`src/rtl/comparador_pkg.sv`:
```
// comparador_pkg: shared types for the bit-serial magnitude comparator.
package comparador_pkg;
  typedef enum logic [1:0] {IDLE, SHIFT, DONE} state_e;
  typedef enum logic [1:0] {RES_EQ, RES_LT, RES_GT} res_e;
  typedef struct packed {
    logic valid;
    res_e kind;
  } result_t;
  // In the sign-bit position the word holding the 1 is the negative one, so the usual sense flips.
  function automatic result_t decide(input logic a_bit, input logic sign_pos);
    return '{valid: 1'b1, kind: (a_bit ^ sign_pos) ? RES_GT : RES_LT};
  endfunction
endpackage

```
`src/rtl/contador_sat.sv`:
```
// contador_sat: saturating up-counter with synchronous clear; clear beats increment.
module contador_sat #(
  parameter int W = 8
) (
  input  logic         clk,
  input  logic         reset,
  input  logic         inc,
  input  logic         clr,
  output logic [W-1:0] count
);
  logic [W-1:0] count_q, count_d;
  always_comb count_d = clr ? '0 : (inc && count_q != '1) ? count_q + W'(1) : count_q;
  always_ff @(posedge clk)
    if (reset) count_q <= '0;
    else count_q <= count_d;
  assign count = count_q;
endmodule

```
`src/rtl/comparador_serial.sv`:
```
// comparador_serial: MSB-first bit-serial comparator with early exit, signed/unsigned modes
// and a saturating count of equal results.
module comparador_serial
  import comparador_pkg::*;
#(
  parameter int WIDTH = 4,
  parameter int CNT_W = 8
) (
  input  logic             clk,
  input  logic             reset,
  input  logic             start,
  input  logic [WIDTH-1:0] a,
  input  logic [WIDTH-1:0] b,
  input  logic             signed_mode,
  input  logic             clear_count,
  output logic             busy,
  output logic             done,
  output logic             eq,
  output logic             lt,
  output logic             gt,
  output logic [CNT_W-1:0] match_count
);
  localparam int IDX_W = $clog2(WIDTH);
  localparam logic [IDX_W-1:0] IDX_TOP = IDX_W'(WIDTH - 1);
  state_e           state_q, state_d;
  logic [WIDTH-1:0] a_q, a_d, b_q, b_d;
  logic             sgn_q, sgn_d;
  logic [IDX_W-1:0] idx_q, idx_d;
  result_t          res_q, res_d;
  logic             a_msb, b_msb;
  assign a_msb = a_q[WIDTH-1];
  assign b_msb = b_q[WIDTH-1];
  always_comb begin
    state_d = state_q;
    a_d     = a_q;
    b_d     = b_q;
    sgn_d   = sgn_q;
    idx_d   = idx_q;
    res_d   = res_q;
    unique case (state_q)
      IDLE: if (start) begin
        a_d     = a;
        b_d     = b;
        sgn_d   = signed_mode;
        idx_d   = IDX_TOP;
        state_d = SHIFT;
      end
      SHIFT: if (a_msb != b_msb) begin
        res_d   = decide(a_msb, sgn_q && idx_q == IDX_TOP);
        state_d = DONE;
      end else if (idx_q == '0) begin
        res_d   = '{valid: 1'b1, kind: RES_EQ};
        state_d = DONE;
      end else begin
        a_d   = a_q << 1;
        b_d   = b_q << 1;
        idx_d = idx_q - IDX_W'(1);
      end
      DONE: state_d = IDLE;
      default: state_d = IDLE;
    endcase
  end
  always_ff @(posedge clk)
    if (reset) begin
      state_q <= IDLE;
      a_q     <= '0;
      b_q     <= '0;
      sgn_q   <= 1'b0;
      idx_q   <= '0;
      res_q   <= '0;
    end else begin
      state_q <= state_d;
      a_q     <= a_d;
      b_q     <= b_d;
      sgn_q   <= sgn_d;
      idx_q   <= idx_d;
      res_q   <= res_d;
    end
  assign busy = state_q != IDLE;
  assign done = state_q == DONE;
  assign eq   = res_q.valid && res_q.kind == RES_EQ;
  assign lt   = res_q.valid && res_q.kind == RES_LT;
  assign gt   = res_q.valid && res_q.kind == RES_GT;
  contador_sat #(.W(CNT_W)) u_cnt (
    .clk  (clk),
    .reset(reset),
    .inc  (done && eq),
    .clr  (clear_count),
    .count(match_count)
  );
endmodule
```
`config.mk`:
```
export PLATFORM = sky130hd
export DESIGN_NAME = comparador_serial
export DESIGN_NICKNAME = d
export VERILOG_FILES = /design/src/rtl/comparador_pkg.sv /design/src/rtl/contador_sat.sv /design/src/rtl/comparador_serial.sv
export SDC_FILE = /design/constraint.sdc
export NUM_CORES = 1
export LEC_CHECK = 0
export ABC_AREA = 1
export CORE_MARGIN = 1
export CORE_UTILIZATION = 50
export DETAILED_ROUTE_END_ITERATION = 8
export PLACE_DENSITY_LB_ADDON = 0.08
export SLEW_MARGIN = 20
export SYNTH_ARGS = -nofsm -noshare
export SYNTH_HDL_FRONTEND = slang
export SYNTH_SLANG_ARGS = --single-unit
```
`constraint.sdc`:
```
create_clock -name clk -period 1.5 [get_ports clk]
set_input_delay 0.15 -clock clk [delete_from_list [all_inputs] [get_ports clk]]
set_output_delay 0.15 -clock clk [all_outputs]
set_load 0.02 [all_outputs]
```
==> impl_metrics.yaml <==
layout:
  final_util: 0.651
  synthToLayoutAreaGrowth_pct: 23.5
  drive_above_1_share: 0.105
  fillCellCount: 241
  nNetsFinal: 246
  diodes: 0
  regArea_um2: 482
  multi_input_area_um2: 686
power:
  power_uw: 1830
  max-vdd-ir-drop_uv: 795
  cellLeakagePower_uw: 0.000767
  p_per_area_nw_per_um2: 1140
detailed_routing:
  initialDrtViolationCount: 22
  wl_per_cell_um: 9.77
  drt.antenna.violating_nets: 0
  vias_per_cell: 4.80
  drcViolationCount: 0
  vias: 1244
  first_pass_iters: 4
  postRouteWirelength_um: 2530
floorplanning:
  fp.dieH_um: 53.1
  start_util: 0.527
  die_w_um: 53.1
  std_cell_rows: 18
  pin_count: 26
  die_area_um2: 2820
  core-area_um2: 2480
synth:
  avgSynthCellArea_um2: 6.50
  yosysTopAreaCell: "dfxtp_1"
  ys_seq_elements: 24
  ys_warn_count: 0
  synth_area_leaders: "dfxtp_1 (37%), nand2_1 (18%), nor2_1 (8.3%)"
  syn_area_um2: 1310
  yosysSeqAreaShare: 0.368
  netlist.area_leader.share: 0.368
  syn_nets: 217
  syn_inst: 201
  yosysUniqueCellTypes: 23
global_route:
  gr-total-overflow: 0
  grt_pass1_vias: 1053
  grt_max_degree: 14
  grt_first_pass_wirelength_um: 4110
  grt_usage: 0.198
  antenna_found_initial: 0
worst_hold_path:
  hp-class: "in -> reg"
timing:
  worst_pin_slew_ns: 0.308
  rsz0062_at_grt: "false"
  fin_tns_setup_ns: 0
  timing.final.hold_violations: 0
  period_needed_ns: 1.45
  slew_headroom: 0.793
  maxSlewViolCount: 0
  finalCritPeriodShare: 0.965
  fin_skew_ns: 0.00912
  max_freq_mhz: 691
  setup_violations: 0
critical_path:
  crit_path_start_kind: "flip-flop"
  worst-path-buf-inv: 1
  crit_path_end_kind: "output port"
  slowest_stage: "clkdlybuf4s50_1"
  crit_type: "reg -> out"
  required_ns: 1.35
  worstPathArrival_ns: 1.30
  critical_path.top_delay_family: "buffers and inverters"
  crit_path_max_incr_delay_ns: 0.61
  path_cells: "clkdlybuf4s50_1"
  crit_fanout: 3
clocking:
  cts-buffers-inserted: 3
  cts_num_sinks: 24
  clock_latency_ns: 0.32
  path_clk_slew_ns: 0.14
  cts-root-buf: "clkbuf_4"
  htree_levels: 1
  ctsHoldBuffers: 0
  clock_path_buffers: 2
  cts_tree: "done"
outcome:
  status: "finished clean"
run:
  cap_violations: 0
place:
  gp_congestion: 0.810
  post-dp-hpwl_um: 1950
  portBuffers: 25
## state kept, by name, summed over array words and instances, names as in the netlist
| name | flops |
|---|---|
| state_q | 2 |
| sgn_q | 1 |
| b_q | 4 |
| a_q | 4 |
| res_q | 3 |
| idx_q | 2 |
| u_cnt.count | 8 |
## report_power, final
group	leakage [µW]	switching (µW)	internal, µW	total [µW]
combinational	0.000549	426	242	668
clock	0.0000210	202	149	350
sequential	0.000197	62.0	752	814
## final cells by class
type | count | share of cell area
inverter | 30 | 0.0698
sequential | 24 | 0.299
multi-input combinational | 143 | 0.425
tap | 30 | 0.0233
clock buffer | 4 | 0.0225
timing repair buffer | 28 | 0.161
## kinds of logic after synthesis
kind of cell,share of synthesized area
XOR/XNOR,0.0134
buffers and inverters,0.115
adder cells (fa/ha/maj),0.0287
AO/OA/AOI/OAI,0.0757
flip-flops,0.368
AND/OR/NAND/NOR,0.399
## worst min-delay path, stage by stage
cell             delay [ns]
clkdlybuf4s50_1        0.41
nand3_1                0.09
a21oi_1                0.06
## metrics by stage
stage / cells / hold slack [ns] / cell area (µm²) / setup slack (ns)
after floorplan: 201 / 0.315 / 1310 / 0.118
after global placement: 255 / 0.446 / 1580 / 0.156
after detailed placement: 255 / 0.459 / 1580 / 0.119
after CTS: 259 / 0.422 / 1600 / 0.0451
after global routing: 259 / 0.424 / 1610 / 0.0000491
final: 259 / 0.421 / 1610 / 0.0520
## worst paths after layout
| kind | start | endpoint | cells past startpoint | slack, ns |
|---|---|---|---|---|
| max | u_cnt.count[7]$_SDFFE_PP0P_ | match_count[7] | 1 | 0.05 |
| min reg2reg | sgn_q$_SDFFE_PP0P_ | sgn_q$_SDFFE_PP0P_ | 2 | 0.47 |
| min | signed_mode | sgn_q$_SDFFE_PP0P_ | 3 | 0.42 |
| max reg2reg | idx_q[0]$_SDFFE_PP0P_ | b_q[3]$_SDFFE_PP0P_ | 6 | 0.13 |
## cell usage after synthesis
cell,count
clkbuf_1,1
xor2_1,2
nand3b_1,1
or2_0,1
ha_1,3
o21ai_0,4
nand2_2,5
nand3_1,10
nor2_4,2
inv_2,2
inv_1,27
clkinv_1,1
nand3_2,2
nor2_1,29
a21oi_2,1
nor3_1,3
o21ai_1,4
nand2_1,61
nor2_2,3
a21oi_1,10
dfxtp_1,24
buf_6,3
nand4_1,2
## repair_timing
action,4_1_cts,5_1_grt
setup endpoints to repair,12,7
resized for setup,14,2
setup buffers,0,0
## metal layers
| layer | routed length, µm | vias to the layer above | global-route usage |
|---|---|---|---|
| li1 | - | 673 | - |
| met5 | 0 | - | 0 |
| met3 | 107 | 5 | 0.0287 |
| met4 | 40 | 0 | 0.0921 |
| met1 | 1240 | 539 | 0.249 |
| met2 | 1140 | 27 | 0.329 |
## cells in the final DEF (no fill, tap or decap), drive strengths merged, types with 3 or more instances in the layout
cell type / count
clkbuf: 4
dfxtp: 24
nor2: 34
a21oi: 11
o21ai: 8
nor3: 3
ha: 3
dlygate4sd2: 11
clkdlybuf4s50: 13
nand2: 66
buf: 3
inv: 29
nand3: 12
Power figures use the tool's default switching activity.
